`src/rtl/hilo_muldiv_unit.sv`:
```
// HI/LO register pair with single-cycle multiply and 32-step restoring divide.
// Feeds MFHI/MFLO in the execute stage; busy stalls dependent instructions.
module hilo_muldiv_unit #(
    parameter int WIDTH     = 32,
    parameter int DIV_STEPS = 32
) (
    input  logic             clk,
    input  logic             reset_n,
    input  logic             start,
    input  logic [2:0]       op,
    input  logic [WIDTH-1:0] a,
    input  logic [WIDTH-1:0] b,
    output logic             busy,
    output logic             done,
    output logic [WIDTH-1:0] hi,
    output logic [WIDTH-1:0] lo
);

    localparam int CW = $clog2(DIV_STEPS);

    localparam logic [2:0] OP_MULT  = 3'd0;
    localparam logic [2:0] OP_MULTU = 3'd1;
    localparam logic [2:0] OP_DIV   = 3'd2;
    localparam logic [2:0] OP_DIVU  = 3'd3;
    localparam logic [2:0] OP_MTHI  = 3'd4;
    localparam logic [2:0] OP_MTLO  = 3'd5;

    localparam logic [WIDTH-1:0] ZERO_W   = {WIDTH{1'b0}};
    localparam logic [WIDTH-1:0] ONES_W   = {WIDTH{1'b1}};
    localparam logic [WIDTH-1:0] ONE_W    = {{(WIDTH-1){1'b0}}, 1'b1};
    localparam logic [CW-1:0]    CNT_ONE  = {{(CW-1){1'b0}}, 1'b1};
    localparam logic [CW-1:0]    CNT_LAST = CW'(DIV_STEPS - 1);

    typedef enum logic [1:0] {
        ST_IDLE = 2'd0,
        ST_MUL  = 2'd1,
        ST_DIV  = 2'd2,
        ST_FIX  = 2'd3
    } state_t;

    state_t             state_r;
    logic [WIDTH-1:0]   hi_r;
    logic [WIDTH-1:0]   lo_r;
    logic               busy_r;
    logic               done_r;
    logic [WIDTH-1:0]   opa_r;
    logic [WIDTH-1:0]   opb_r;
    logic [2:0]         op_r;
    logic               neg_q_r;
    logic               neg_r_r;
    logic               div_zero_r;
    logic [WIDTH-1:0]   rem_r;
    logic [CW-1:0]      cnt_r;

    logic               div_sgn_s;
    logic [WIDTH-1:0]   a_mag_s;
    logic [WIDTH-1:0]   b_mag_s;
    logic               mul_sgn_s;
    logic [2*WIDTH-1:0] mul_a_ext_s;
    logic [2*WIDTH-1:0] mul_b_ext_s;
    logic [2*WIDTH-1:0] prod_s;
    logic [WIDTH:0]     rem_shift_s;
    logic [WIDTH:0]     diff_s;
    logic [WIDTH-1:0]   rem_next_s;
    logic               qbit_s;
    logic [WIDTH-1:0]   quo_fix_s;
    logic [WIDTH-1:0]   rem_fix_s;

    // Two's-complement negate when the operand is treated as signed and negative.
    function automatic logic [WIDTH-1:0] abs_val(input logic [WIDTH-1:0] v, input logic sgn);
        logic [WIDTH-1:0] r;
        if (sgn && v[WIDTH-1]) begin
            r = (~v) + ONE_W;
        end else begin
            r = v;
        end
        return r;
    endfunction

    // Operand magnitudes captured when a divide is accepted.
    always_comb begin
        div_sgn_s = (op == OP_DIV);
        a_mag_s   = abs_val(a, div_sgn_s);
        b_mag_s   = abs_val(b, div_sgn_s);
    end

    // Full-width product; sign-extending to 2*WIDTH makes one multiplier serve both forms.
    always_comb begin
        mul_sgn_s   = (op_r == OP_MULT);
        mul_a_ext_s = {{WIDTH{mul_sgn_s & opa_r[WIDTH-1]}}, opa_r};
        mul_b_ext_s = {{WIDTH{mul_sgn_s & opb_r[WIDTH-1]}}, opb_r};
        prod_s      = mul_a_ext_s * mul_b_ext_s;
    end

    // One restoring step: opa_r shifts the dividend out and the quotient bits in.
    always_comb begin
        rem_shift_s = {rem_r, opa_r[WIDTH-1]};
        diff_s      = rem_shift_s - {1'b0, opb_r};
        if (diff_s[WIDTH] == 1'b0) begin
            rem_next_s = diff_s[WIDTH-1:0];
            qbit_s     = 1'b1;
        end else begin
            rem_next_s = rem_shift_s[WIDTH-1:0];
            qbit_s     = 1'b0;
        end
    end

    // Sign correction; a zero divisor forces an all-ones quotient while the remainder
    // naturally reconstructs the original dividend.
    always_comb begin
        if (div_zero_r) begin
            quo_fix_s = ONES_W;
        end else if (neg_q_r) begin
            quo_fix_s = (~opa_r) + ONE_W;
        end else begin
            quo_fix_s = opa_r;
        end
        if (neg_r_r) begin
            rem_fix_s = (~rem_r) + ONE_W;
        end else begin
            rem_fix_s = rem_r;
        end
    end

    // Control FSM, datapath registers and the HI/LO pair.
    always_ff @(posedge clk) begin
        if (!reset_n) begin
            state_r    <= ST_IDLE;
            hi_r       <= ZERO_W;
            lo_r       <= ZERO_W;
            busy_r     <= 1'b0;
            done_r     <= 1'b0;
            opa_r      <= ZERO_W;
            opb_r      <= ZERO_W;
            op_r       <= 3'd0;
            neg_q_r    <= 1'b0;
            neg_r_r    <= 1'b0;
            div_zero_r <= 1'b0;
            rem_r      <= ZERO_W;
            cnt_r      <= {CW{1'b0}};
        end else begin
            done_r <= 1'b0;
            case (state_r)
                ST_IDLE: begin
                    if (start) begin
                        case (op)
                            OP_MTHI: hi_r <= a;
                            OP_MTLO: lo_r <= a;
                            OP_MULT, OP_MULTU: begin
                                opa_r   <= a;
                                opb_r   <= b;
                                op_r    <= op;
                                state_r <= ST_MUL;
                                busy_r  <= 1'b1;
                            end
                            OP_DIV, OP_DIVU: begin
                                opa_r      <= a_mag_s;
                                opb_r      <= b_mag_s;
                                op_r       <= op;
                                neg_q_r    <= div_sgn_s & (a[WIDTH-1] ^ b[WIDTH-1]);
                                neg_r_r    <= div_sgn_s & a[WIDTH-1];
                                div_zero_r <= (b == ZERO_W);
                                rem_r      <= ZERO_W;
                                cnt_r      <= {CW{1'b0}};
                                state_r    <= ST_DIV;
                                busy_r     <= 1'b1;
                            end
                            default: begin
                                state_r <= ST_IDLE;
                            end
                        endcase
                    end
                end
                ST_MUL: begin
                    hi_r    <= prod_s[2*WIDTH-1:WIDTH];
                    lo_r    <= prod_s[WIDTH-1:0];
                    state_r <= ST_IDLE;
                    busy_r  <= 1'b0;
                    done_r  <= 1'b1;
                end
                ST_DIV: begin
                    rem_r <= rem_next_s;
                    opa_r <= {opa_r[WIDTH-2:0], qbit_s};
                    cnt_r <= cnt_r + CNT_ONE;
                    if (cnt_r == CNT_LAST) begin
                        state_r <= ST_FIX;
                    end
                end
                ST_FIX: begin
                    hi_r    <= rem_fix_s;
                    lo_r    <= quo_fix_s;
                    state_r <= ST_IDLE;
                    busy_r  <= 1'b0;
                    done_r  <= 1'b1;
                end
                default: begin
                    state_r <= ST_IDLE;
                    busy_r  <= 1'b0;
                end
            endcase
        end
    end

    assign busy = busy_r;
    assign done = done_r;
    assign hi   = hi_r;
    assign lo   = lo_r;

endmodule

```
`config.mk`:
```
export PLATFORM = sky130hd
export DESIGN_NAME = hilo_muldiv_unit
export DESIGN_NICKNAME = d
export VERILOG_FILES = /design/src/rtl/hilo_muldiv_unit.sv
export SDC_FILE = /design/constraint.sdc
export NUM_CORES = 2
export LEC_CHECK = 0
export ABC_AREA = 1
export CORE_UTILIZATION = 45
export DETAILED_ROUTE_END_ITERATION = 16
export DONT_BUFFER_PORTS = 1
export HOLD_SLACK_MARGIN = 0.08
export PLACE_DENSITY_LB_ADDON = 0.3
export SLEW_MARGIN = 20
export SYNTH_ARGS = -nofsm -noshare
export SYNTH_HDL_FRONTEND = slang
export SYNTH_SLANG_ARGS = --single-unit
export TNS_END_PERCENT = 5
```
`constraint.sdc`:
```
create_clock -name clk -period 11.4 [get_ports clk]
set_input_delay 2.28 -clock clk [delete_from_list [all_inputs] [get_ports clk]]
set_output_delay 2.28 -clock clk [all_outputs]
set_load 0.02 [all_outputs]
```
==> flow_summary.toml <==
[pwr]
sw_frac_of_total = 0.562
power_report.internal_total_mw = 2.15
power-per-cell-area_mw_per_mm2 = 88.1
p_switching_mw = 2.76
vdd.ir_drop.worst_uv = 145
total_design_power_mw = 4.92
p_clk_frac = 0.127
power_leakage_nw = 29.0
seqPwrFrac = 0.148
power.share.combinational = 0.725

[logic_synthesis]
synth.yosys.seq_area_share = 0.0650
synth_largest_type_area_fraction = 0.418
synth.largest_area_cell = "sky130_fd_sc_hd__fa_1"
synthArstFlopShare = 0
synth_seq_cells = 175
number_of_synthesized_flops_with_an_enable_pin = 0
synth_area_per_cell_sq_um = 7.22
synth_commonest_cells = "sky130_fd_sc_hd__nand2_1, sky130_fd_sc_hd__inv_1, sky130_fd_sc_hd__fa_1, sky130_fd_sc_hd__nor2_1, sky130_fd_sc_hd__nand3_1"
synth.lib_cells_used.distinct = 52
netlist_top_cells_area = "sky130_fd_sc_hd__fa_1, sky130_fd_sc_hd__nand2_1, sky130_fd_sc_hd__inv_1"
post-synth-top-count-cell = "sky130_fd_sc_hd__nand2_1"
dominantRegCellSynth = "sky130_fd_sc_hd__dfxtp_1"
yosys_warnings = 0
synthesis.area_sq_mm = 0.0539
synthCells = 7473
post_synthesis_net_count = 8920

[worst_hold_path]
min_delay_path_depth = 2
min-delay-path-class = "reg2reg"
holdCritStartpoint = "op_r[2]"

[finish]
final_cell_area_sq_mm = 0.0558
nFillCells = 12000
syn2layout_area_growth_pct = 3.46
layout-drive-gt1-share = 0.0294
design.final.nets = 8670

[clock_tree]
number_of_buffers_created_by_cts = 17
cts_post_setup_buffers_inserted = 0
clock-root-buffer = "sky130_fd_sc_hd__clkbuf_16"
cts_buffer_depth = 2
cts_hold_buf = 0
insertion_delay_ns = 0.48
ctsHtreeMaxLevel = 4
cts_tree = "yes"
clock_sinks = 175
clkSlewWorstSetupHoldPaths_ns = 0.08
cts.repair.resized = 0

[setup_path]
crit_path_frequent_cell = "sky130_fd_sc_hd__fa_1"
rrSetupSlack_ns = 2.04
reg2reg_from = "opa_r[31]"
regToRegEndpoint = "hi[31]"
critPathArrivalTime_ns = 9.78
endpoint = "hi[31]"
worstPathMaxFanout = 33
timing.critical_path.required_ns = 11.82
category_of_cells_accounting_for_the_largest_share_of_critical_path_delay = "adder cells"
timing_worst_setup_path_type = "reg2reg"
cp_slowest_cell = "sky130_fd_sc_hd__fa_1"
worst-path-buf-inv = 7
critPathMaxStageDelay_ns = 0.93
critPathCaptureType = "register"
reg2reg_depth = 26
timing.critical_path.from = "opa_r[31]"
crit_cells = 26
crit_path_start_kind = "register"

[timing]
report.final.setup_viol = 0
tightestPinTransition_ns = 1.12
worst_slew_margin_rel = 0.254
rsz0062_at_grt = "no"
final.setup.tns_ns = 0
hold_violations = 0
fin_crit_sh = 0.821
timing.final.crit_period_ns = 9.36
slew_viol_final = 0
clock-skew-final_ns = 0.0194
clock.fmax_ghz = 0.107

[status]
status = "finished clean"

[placement]
globalplace.congestion = 1.05
place_hpwl_um = 149000
place.port_buffers = 0
dpl_cell_area_sq_mm = 0.0552

[route]
drc = 0
dr.first_iter.drc_count = 4244
via_count = 46800
route.final.wire_length_um = 180000
via_per_inst = 5.30
drt_pass_1_iters = 7
drt.antenna.violating_nets = 0
detail_route.wl_per_cell_um = 20.4

[die]
floorplan.die_area_sq_mm = 0.121
die_extent_in_x_um = 348
fp-row-count = 126
number_of_top_level_pins = 136
die_height_um = 348
core-area_sq_mm = 0.118
starting_density = 0.455

[grt]
globalRoute.totalOverflow = 0
first_pass_grt_wire_length_um = 282000
grt_usage = 0.303
number_of_antenna_violations_at_the_first_check_in_global_routing = 5
first_global_vias = 47800
maximum_number_of_pins_on_one_net_before_global_route_repair = 81

[flow_run]
maxCapViolCount = 0
==> stage by stage <==
step	worst slack [ns]	cells	utilization	hold WS, ns
after floorplan	3.97	7473	-	0.415
after global placement	2.09	8804	0.466	0.426
after detailed placement	2.05	8804	0.466	0.435
after CTS	2.04	8835	0.471	0.445
after global routing	1.59	8835	0.471	0.471
final	2.04	8836	0.471	0.449
==> cell usage in the layout (no fill, tap or decap), types with 7 or more instances in the layout <==
cell type	count
sky130_fd_sc_hd__nand2_1	1962
sky130_fd_sc_hd__inv_1	1914
sky130_fd_sc_hd__fa_1	1125
sky130_fd_sc_hd__nor2_1	413
sky130_fd_sc_hd__nand3_1	318
sky130_fd_sc_hd__a21oi_1	300
sky130_fd_sc_hd__ha_1	251
sky130_fd_sc_hd__o21ai_0	224
sky130_fd_sc_hd__dfxtp_1	174
sky130_fd_sc_hd__buf_4	93
sky130_fd_sc_hd__nand4_1	59
sky130_fd_sc_hd__nor3_1	56
sky130_fd_sc_hd__xor2_1	44
sky130_fd_sc_hd__o21bai_1	27
sky130_fd_sc_hd__xnor2_1	27
sky130_fd_sc_hd__o21ai_1	23
sky130_fd_sc_hd__inv_2	22
sky130_fd_sc_hd__a31oi_1	18
sky130_fd_sc_hd__o211ai_1	18
sky130_fd_sc_hd__clkbuf_16	17
sky130_fd_sc_hd__nor2_2	15
sky130_fd_sc_hd__nand3b_1	13
sky130_fd_sc_hd__or2_2	11
sky130_fd_sc_hd__o31ai_1	8
sky130_fd_sc_hd__o221ai_1	8
sky130_fd_sc_hd__nand2_2	8
sky130_fd_sc_hd__a21oi_2	8
sky130_fd_sc_hd__nor2_4	7
sky130_fd_sc_hd__a211oi_1	7
==> how the worst min path moves through the flow <==
| stage | to | slack [ns] |
|---|---|---|
| 6_report | op_r[2] | 0.45 |
| 3_3_place_gp | op_r[2] | 0.43 |
| 4_1_cts | op_r[2] | 0.45 |
| 2_1_floorplan | op_r[2] | 0.42 |
| 3_5_place_dp | op_r[2] | 0.43 |
| 5_1_grt | op_r[2] | 0.47 |
==> cells by family after synthesis <==
logic type,synth area share
AO/OA/AOI/OAI,0.0671
flip-flops,0.0650
XOR/XNOR,0.0115
AND/OR/NAND/NOR,0.218
buffers and inverters,0.162
adder cells (fa/ha/maj),0.476
==> power by group through the flow <==
stage | clock network (mW) | logic, mW | registers, mW
after floorplan | 0 | 2.44 | 0.698
after global placement | 0 | 3.50 | 0.738
after detailed placement | 0 | 3.53 | 0.738
after CTS | 0.625 | 3.56 | 0.724
after global routing | 0.648 | 3.98 | 0.727
final | 0.626 | 3.56 | 0.727
==> worst reg2reg max path: stages (launching register included) <==
cell and delay, ns:
sky130_fd_sc_hd__dfxtp_1 0.31, sky130_fd_sc_hd__buf_4 0.41, sky130_fd_sc_hd__inv_1 0.31, sky130_fd_sc_hd__nor2_1 0.31, sky130_fd_sc_hd__inv_1 0.13, sky130_fd_sc_hd__nor2_1 0.30
sky130_fd_sc_hd__fa_1 0.53, sky130_fd_sc_hd__fa_1 0.62, sky130_fd_sc_hd__fa_2 0.52, sky130_fd_sc_hd__fa_1 0.93, sky130_fd_sc_hd__inv_1 0.37, sky130_fd_sc_hd__fa_1 0.57
sky130_fd_sc_hd__inv_1 0.05, sky130_fd_sc_hd__fa_1 0.53, sky130_fd_sc_hd__inv_1 0.05, sky130_fd_sc_hd__fa_1 0.46, sky130_fd_sc_hd__fa_1 0.49, sky130_fd_sc_hd__inv_1 0.04
sky130_fd_sc_hd__ha_1 0.41, sky130_fd_sc_hd__nand2_1 0.14, sky130_fd_sc_hd__nor2_1 0.24, sky130_fd_sc_hd__nand2_1 0.23, sky130_fd_sc_hd__nor4_1 0.83, sky130_fd_sc_hd__a21oi_1 0.17
sky130_fd_sc_hd__nand3_1 0.10, sky130_fd_sc_hd__nand3_1 0.11, sky130_fd_sc_hd__a21oi_1 0.16
==> cell type report <==
cell class	instances	area, sq um	share of cell area
inverter	1936	7270	0.130
timing repair buffer	93	698	0.0125
antenna	1	2.50	0.0000449
clock buffer	17	425	0.00762
clock inverter	14	171	0.00307
sequential	175	3500	0.0628
multi-input combinational	5000	41700	0.748
tap	1600	2000	0.0359
==> flip-flops by register name, indices dropped and copies added, names as in the netlist <==
signal,cells
lo,32
cnt_r,5
hi,32
neg_q_r,1
neg_r_r,1
done,1
rem_r,32
state_r,2
opb_r,32
opa_r,32
div_zero_r,1
op_r,3
busy,1
==> layer usage <==
layer / vias to the layer above / GRT usage / part of all wire
met5: - / 0 / 0.00013
met4: 4 / 0.115 / 0.044
met3: 316 / 0.0298 / 0.065
met2: 1764 / 0.499 / 0.47
met1: 23500 / 0.414 / 0.42
li1: 21300 / - / -
Power figures use the tool's default switching activity.
